==> config.mk <==
export PLATFORM = sky130hd
export DESIGN_NAME = gf_lfsr_gen
export DESIGN_NICKNAME = d
export VERILOG_FILES = /design/src/rtl/gf_lfsr_pkg.sv /design/src/rtl/gf_lfsr_step.sv /design/src/rtl/gf_lfsr_gen.sv
export SDC_FILE = /design/constraint.sdc
export NUM_CORES = 1
export LEC_CHECK = 0
export ABC_CLOCK_PERIOD_IN_PS = 2100
export BUFFER_PORTS_ARGS = -buffer_cell sky130_fd_sc_hd__clkbuf_2
export CAP_MARGIN = 20
export CORE_AREA = 2 2 39 41
export CTS_BUF_LIST = sky130_fd_sc_hd__clkbuf_4 sky130_fd_sc_hd__clkbuf_8
export CTS_CLUSTER_SIZE = 28
export DETAILED_ROUTE_END_ITERATION = 12
export DIE_AREA = 0 0 41 43
export PLACE_DENSITY = 0.89
export SKIP_LAST_GASP = 1
export SYNTH_ARGS = -nofsm -noshare
export SYNTH_HDL_FRONTEND = slang
export SYNTH_SLANG_ARGS = --single-unit
==> constraint.sdc <==
create_clock -name Clk -period 2.1 [get_ports Clk]
set_input_delay 0.42 -clock Clk [delete_from_list [all_inputs] [get_ports Clk]]
set_output_delay 0.42 -clock Clk [all_outputs]
set_load 0.01 [all_outputs]
==> src/rtl/gf_lfsr_pkg.sv <==
// Shared constants, feedback-form enum and per-width tap/polynomial tables
// for the GF(2^W) LFSR operand generator.
package gf_lfsr_pkg;

  localparam int unsigned W_MIN = 3;
  localparam int unsigned W_MAX = 8;

  typedef enum logic {
    MODE_FIB = 1'b0,
    MODE_GAL = 1'b1
  } lfsr_mode_e;

  // Fibonacci tap mask: feedback bit is the XOR of the masked state bits.
  function automatic logic [W_MAX-1:0] fib_tap(input int unsigned w);
    case (w)
      3:       return 8'b0000_0011;
      4:       return 8'b0000_0011;
      5:       return 8'b0000_0101;
      6:       return 8'b0000_0011;
      7:       return 8'b0000_0011;
      8:       return 8'b0001_1101;
      default: return '0;
    endcase
  endfunction

  // Galois mask XORed into the right-shifted state when the LSB falls out as 1.
  function automatic logic [W_MAX-1:0] gal_poly(input int unsigned w);
    case (w)
      3:       return 8'b0000_0101;
      4:       return 8'b0000_1001;
      5:       return 8'b0001_0010;
      6:       return 8'b0010_0001;
      7:       return 8'b0100_0001;
      8:       return 8'b1000_1110;
      default: return '0;
    endcase
  endfunction

endpackage

==> src/rtl/gf_lfsr_step.sv <==
// Combinational one-step LFSR successor for a given width and feedback form.
module gf_lfsr_step
  import gf_lfsr_pkg::*;
#(
  parameter int unsigned W    = 3,
  parameter int unsigned MODE = 0
) (
  input  logic [W-1:0] cur,
  output logic [W-1:0] nxt
);

  localparam logic [W-1:0] TAP  = W'(fib_tap(W));
  localparam logic [W-1:0] POLY = W'(gal_poly(W));
  localparam lfsr_mode_e   FORM = (MODE == 0) ? MODE_FIB : MODE_GAL;

  always_comb begin
    nxt = '0;
    if (FORM == MODE_FIB) begin
      nxt = {^(cur & TAP), cur[W-1:1]};
    end else begin
      nxt = (cur >> 1) ^ (cur[0] ? POLY : '0);
    end
  end

endmodule

==> src/rtl/gf_lfsr_gen.sv <==
// GF(2^W) operand generator: LFSR stepped once per valid/ready transfer,
// with seed load, lock-up protection and cycle-period measurement.
module gf_lfsr_gen
  import gf_lfsr_pkg::*;
#(
  parameter int unsigned W    = 3,
  parameter int unsigned MODE = 0
) (
  input  logic         Clk,
  input  logic         nRst,
  input  logic         en,
  input  logic         ld,
  input  logic [W-1:0] seed,
  input  logic         out_ready,
  output logic [W-1:0] out_data,
  output logic         out_valid,
  output logic         wrap,
  output logic [W-1:0] period,
  output logic         lockup_err
);

  if ((W < W_MIN) || (W > W_MAX) || (MODE > 1)) begin : g_param_check
    $error("gf_lfsr_gen: W must be 3..8 and MODE 0..1");
  end

  logic [W-1:0] state_q, state_d;
  logic [W-1:0] start_q, start_d;
  logic [W-1:0] cnt_q, cnt_d;
  logic [W-1:0] period_q, period_d;
  logic         valid_q, valid_d;
  logic         wrap_q, wrap_d;
  logic         lock_q, lock_d;
  logic [W-1:0] step_nxt;
  logic         xfer;

  gf_lfsr_step #(
    .W    (W),
    .MODE (MODE)
  ) u_step (
    .cur (state_q),
    .nxt (step_nxt)
  );

  assign xfer = valid_q & out_ready;

  always_comb begin
    state_d  = state_q;
    start_d  = start_q;
    cnt_d    = cnt_q;
    period_d = period_q;
    lock_d   = lock_q;
    wrap_d   = 1'b0;
    valid_d  = en | (valid_q & ~xfer);
    // A load overrides any coincident transfer: the presented word is simply
    // dropped and the loaded value is presented next without a step.
    if (ld) begin
      if (seed != '0) begin
        state_d = seed;
        start_d = seed;
        lock_d  = 1'b0;
      end else begin
        state_d = '1;
        start_d = '1;
        lock_d  = 1'b1;
      end
      cnt_d = '0;
    end else if (xfer) begin
      state_d = step_nxt;
      if (step_nxt == start_q) begin
        wrap_d   = 1'b1;
        period_d = cnt_q + 1'b1;
        cnt_d    = '0;
      end else begin
        cnt_d = cnt_q + 1'b1;
      end
    end
  end

  always_ff @(posedge Clk) begin
    if (!nRst) begin
      state_q  <= '1;
      start_q  <= '1;
      cnt_q    <= '0;
      period_q <= '0;
      valid_q  <= 1'b0;
      wrap_q   <= 1'b0;
      lock_q   <= 1'b0;
    end else begin
      state_q  <= state_d;
      start_q  <= start_d;
      cnt_q    <= cnt_d;
      period_q <= period_d;
      valid_q  <= valid_d;
      wrap_q   <= wrap_d;
      lock_q   <= lock_d;
    end
  end

  assign out_data   = state_q;
  assign out_valid  = valid_q;
  assign wrap       = wrap_q;
  assign period     = period_q;
  assign lockup_err = lock_q;

endmodule

# After elaboration in Yosys (flattened, before gate mapping)
# Cells that the tools add are included.
[word_totals] latchBits=0 wordCells=27 out_inout_bits=9 ramBits=0 register_bits=15 input_bits=8 memories=0 mem_bits_ro=0
[op_classes] n_eq_ne=1 n_mux=6 div_mod_pow=0 n_shift=0 multipliers=0 n_bitwise=6 magnitude_cmp=0 reduce_logical=6 n_addsub=1
[ops] op="3-bit 2-to-1 mux" n=4
[ops] op="3-bit by 1-bit adder with 3-bit output (second input constant)" n=1
[ops] op="3-bit equality test" n=1
[ops] op="1-bit inverter" n=3
[ops] op="3-bit AND reduction" n=1
[ops] op="3-bit nonzero test" n=1
[ops] op="3-bit OR reduction" n=1
[ops] op="3-bit XOR reduction" n=1
[ops] op="1-bit AND" n=2
[ops] op="1-bit 2-to-1 mux" n=2
[ops] op="2-bit nonzero test" n=1
[ops] op="2-bit OR reduction" n=1
[ops] op="1-bit OR" n=1

# Logic depth before layout (Yosys ltp)
[logic_depth] depth_word=4 mapped_depth=4

# By module
# A second synthesis with hierarchy kept.
[unflattened] cells_unflattened=76 hier_area_um2=704.4
[by_module_without_submodules] mod="gf_lfsr_gen" instances=1 cells_per_inst=73 area_per_inst_um2=680.7 seq_area_each_um2=300.3
[by_module_without_submodules] mod="gf_lfsr_step" instances=1 cells_per_inst=3 area_per_inst_um2=23.8 seq_area_each_um2=0.0

# Least setup slack after synthesis
# No wires, ideal clock.
[synth_path] path_kind="reg-to-reg" start="register state_q[0], in the netlist out_data[0]" end="register cnt_q[1]" n_path_buf=0 required_ps=1983 synth_period_minus_slack_ps=1315 arrival_time_ps=1198 path_stages_with_launch=5 setup_slack_ps=785 cell_sequence="dfxtp_1 -> xnor2_1 -> mux2i_1 -> or2_1 -> a32o_1"
[synth_via] elab_chain_cells=3
[synth_lines] item="start: declaration" line_no="gf_lfsr_gen.sv:26" text="logic [W-1:0] state_q, state_d;"
[synth_lines] item="start signal: assignment" line_no="gf_lfsr_gen.sv:89" text="state_q <= state_d;"
[synth_lines] item="3-bit XOR reduction" line_no="gf_lfsr_step.sv:19" text="nxt = {^(cur & TAP), cur[W-1:1]};"
[synth_lines] item="3-bit equality test" line_no="gf_lfsr_gen.sv:69" text="if (step_nxt == start_q) begin"
[synth_lines] item="3-bit 2-to-1 mux" line_no="gf_lfsr_gen.sv:69"
[synth_lines] item="end signal: assignment" line_no="gf_lfsr_gen.sv:91" text="cnt_q <= cnt_d;"
[synth_lines] item="end: declaration" line_no="gf_lfsr_gen.sv:28" text="logic [W-1:0] cnt_q, cnt_d;"
# No other way between the ends.
# A chain may end at the register's enable or synchronous reset.

# Worst setup path after layout
# Same ends and word-level chain as after synthesis.

==> results.sh <==
export IMPL_ant_diodes=0
export IMPL_register_area_um2=300
export IMPL_syn_inst=75
export IMPL_vias_per_cell=5.50
export IMPL_global_route_usage_total_pct=17.8
export IMPL_yosys_warnings=0
export IMPL_worstPathCellList="xnor2_1, mux2i_1, or2_1, a32o_1"
export IMPL_crit_path_start_kind="flop"
export IMPL_layout_cells_most_common_list="16 x sky130_fd_sc_hd__clkbuf_2, 15 x sky130_fd_sc_hd__dfxtp_1, 8 x sky130_fd_sc_hd__nor2_1"
export IMPL_power_per_cell_area_nw_per_um2=662
export IMPL_setup_worst_path_class="flop to flop"
export IMPL_cts_sinks=15
export IMPL_detail_route_first_pass_iterations=4
export IMPL_grt_setup_unrepaired="no"
export IMPL_p_comb_share_pct=12.9
export IMPL_max_slew_headroom_pct=75.8
export IMPL_synth_async_reset_ratio_pct=0
export IMPL_post_route_drc_count=0
export IMPL_power_clock_fraction_pct=31.1
export IMPL_critical_path_arrival_ns=1.60
export IMPL_layout_drive_gt1_share_pct=24.7
export IMPL_syn_area_um2=702
export IMPL_numPortBuffers=16
export IMPL_setup_worst_path_end_class="flop"
export IMPL_gr_total_overflow=0
export IMPL_grt_pass1_wl_mm=2.09
export IMPL_yosys_area_top_type="sky130_fd_sc_hd__dfxtp_1"
export IMPL_routed_wirelength_mm=1.32
export IMPL_fin_area_um2=825
export IMPL_synth_top_cells_by_area="sky130_fd_sc_hd__dfxtp_1 43%, sky130_fd_sc_hd__mux2i_1 7.1%, sky130_fd_sc_hd__o21ai_0 5.0%, sky130_fd_sc_hd__nor2_1 4.3%, sky130_fd_sc_hd__nor4bb_4 3.6%"
export IMPL_rd_place_congestion=0.799
export IMPL_die_w_um=41
export IMPL_dpl_hpwl_mm=1.02
export IMPL_holdBufCountCts=0
export IMPL_fillCellCount=130
export IMPL_mostFrequentLayoutCell="sky130_fd_sc_hd__clkbuf_2"
export IMPL_synth_seq_area_share_pct=42.8
export IMPL_htree_num_levels=1
export IMPL_placement_cell_area_um2=795
export IMPL_worstSkewPairLatency_ns=0.27
export IMPL_detailroute_via_count=599
export IMPL_top_level_ports=17
export IMPL_postSynthNetCount=84
export IMPL_number_of_antenna_violations_at_the_first_check_in_global_routing=0
export IMPL_nets=103
export IMPL_post_drt_wl_per_cell_um=12.1
export IMPL_detailedRoute_firstIterationViolations=9
export IMPL_critPathBufInv=0
export IMPL_power_leakage_nw=0.392
export IMPL_clock_root_buffer="sky130_fd_sc_hd__clkbuf_4"
export IMPL_die_h_um=43
export IMPL_drv_max_cap_violation_count=0
export IMPL_clock_skew_ns=0.00317
export IMPL_fin_worst_hold_slack_ns=0.350
export IMPL_clockBufferDepth=2
export IMPL_cts_clock_pin_slew_for_the_worst_setup_and_hold_paths_ns=0.08
export IMPL_critPathTopFamily="flip-flops"
export IMPL_switching_power_summed_over_all_nets_mw=0.135
export IMPL_core_area_um2=1380
export IMPL_post_synth_top_area_fraction_pct=42.8
export IMPL_grt_pass1_vias=562
export IMPL_worst_path_required_time_ns=2.32
export IMPL_final_max_slew_violation_count=0
export IMPL_synth_edf_count=0
export IMPL_netlist_cell_type_count=28
export IMPL_grt_max_degree=15
export IMPL_postCtsSetupRepairBufs=0
export IMPL_net_switching_fraction_of_the_power_pct=24.7
export IMPL_max_freq_mhz=726
export IMPL_worst_slew_pin_slew_ns=0.352
export IMPL_post_cts_resized=0
export IMPL_clock_period_minus_final_worst_setup_slack_ns=1.38
export IMPL_finish_utilization_pct=59.6
export IMPL_ys_flop_type="sky130_fd_sc_hd__dfxtp_1"
export IMPL_syn_avg_cell_area_um2=9.36
export IMPL_worstHoldPathType="primary input to flop"
export IMPL_timing_hold_violations_final=0
export IMPL_pwr_share_seq_pct=56.0
export IMPL_critical_path_peak_fanout=4
export IMPL_die_area_um2=1760
export IMPL_p_int_mw=0.411
export IMPL_multi_input_area_um2=390
export IMPL_outcome="completed"
export IMPL_period_share_pct=65.6
export IMPL_cp_slowest_cell="sky130_fd_sc_hd__dfxtp_1"
export IMPL_antenna_left=0
export IMPL_ys_ff_latch=15
export IMPL_clock_tree_from_tritoncts="yes"
export IMPL_timing_critical_path_slowest_cell_delay_ns=0.42
export IMPL_cts_buffers=3
export IMPL_tns_ns=0
export IMPL_fin_total_pwr_mw=0.546
export IMPL_syn_to_final_growth_pct=17.5
export IMPL_setup_viol=0
export IMPL_fp_row_count=14
export IMPL_initial_core_util_pct=50.7
export IMPL_max_vdd_ir_drop_mv=0.503
## worst reg2reg max path, cell delays in order, from the launching register on
cell	delay, ns
sky130_fd_sc_hd__dfxtp_1	0.42
sky130_fd_sc_hd__xnor2_1	0.16
sky130_fd_sc_hd__mux2i_1	0.38
sky130_fd_sc_hd__or2_1	0.20
sky130_fd_sc_hd__a32o_1	0.16
## per-stage QoR
stage | worst slack, ns | instances
after detailed placement | 0.664 | 105
after floorplan | 0.785 | 75
after CTS | 0.708 | 109
final | 0.722 | 109
after global routing | 0.606 | 109
after global placement | 0.691 | 105
## cell usage after synthesis (3+ instances only)
master	count
sky130_fd_sc_hd__nor3_1	3
sky130_fd_sc_hd__mux2i_1	5
sky130_fd_sc_hd__nand2_1	5
sky130_fd_sc_hd__o21ai_0	7
sky130_fd_sc_hd__nor2_1	8
sky130_fd_sc_hd__dfxtp_1	15
## power by group through the flow
stage,logic [mW],clock network [mW],registers (mW)
4_1_cts,0.0712,0.173,0.306
3_3_place_gp,0.0687,0,0.312
2_1_floorplan,0.0437,0,0.313
5_1_grt,0.0781,0.184,0.307
6_report,0.0703,0.170,0.306
3_5_place_dp,0.0709,0,0.312
## cell families (layout without fill, tap and decap cells)
family,Yosys count,in the layout,synth area share (%)
xor+xnor,4,4,4.99
flops,15,15,42.8
fa+ha+maj,1,1,1.78
compound gates,15,15,13.2
mux,5,5,7.13
buf+inv,3,21,1.60
simple gates,32,32,28.5
## cell type report
class                           instances  area share, %
Multi-Input combinational cell         57           47.3
Timing Repair Buffer                   16           9.71
Tap cell                               16           2.43
Inverter                                1          0.455
Clock buffer                            4           3.64
Sequential cell                        15           36.4
## metal layers
metal / wire length [um] / vias up / global-route usage (%)
li1: - / 304 / -
met1: 587 / 275 / 19.9
met2: 644 / 16 / 28.4
met3: 53 / 4 / 3.14
met4: 31 / 0 / 12.0
met5: 0 / - / 0
## sequential cells by signal (all words and copies together) (netlist names)
| name | count |
|---|---|
| wrap | 1 |
| out_data | 3 |
| lockup_err | 1 |
| out_valid | 1 |
| start_q | 3 |
| period | 3 |
| cnt_q | 3 |
## path summary, 6_finish.rpt
check / slack [ns] / cells past startpoint / startpoint / endpoint
worst max-delay path: 0.72 / 4 / out_data[0]$_SDFFE_PN1P_ / cnt_q[1]$_SDFFE_PP0N_
worst min-delay path: 0.35 / 2 / en / out_valid$_SDFF_PN0_
worst max register to register: 0.72 / 4 / out_data[0]$_SDFFE_PN1P_ / cnt_q[1]$_SDFFE_PP0N_
worst min register to register: 0.46 / 2 / period[0]$_SDFFE_PN0P_ / period[0]$_SDFFE_PN0P_
(Power assumes the default switching activity.)
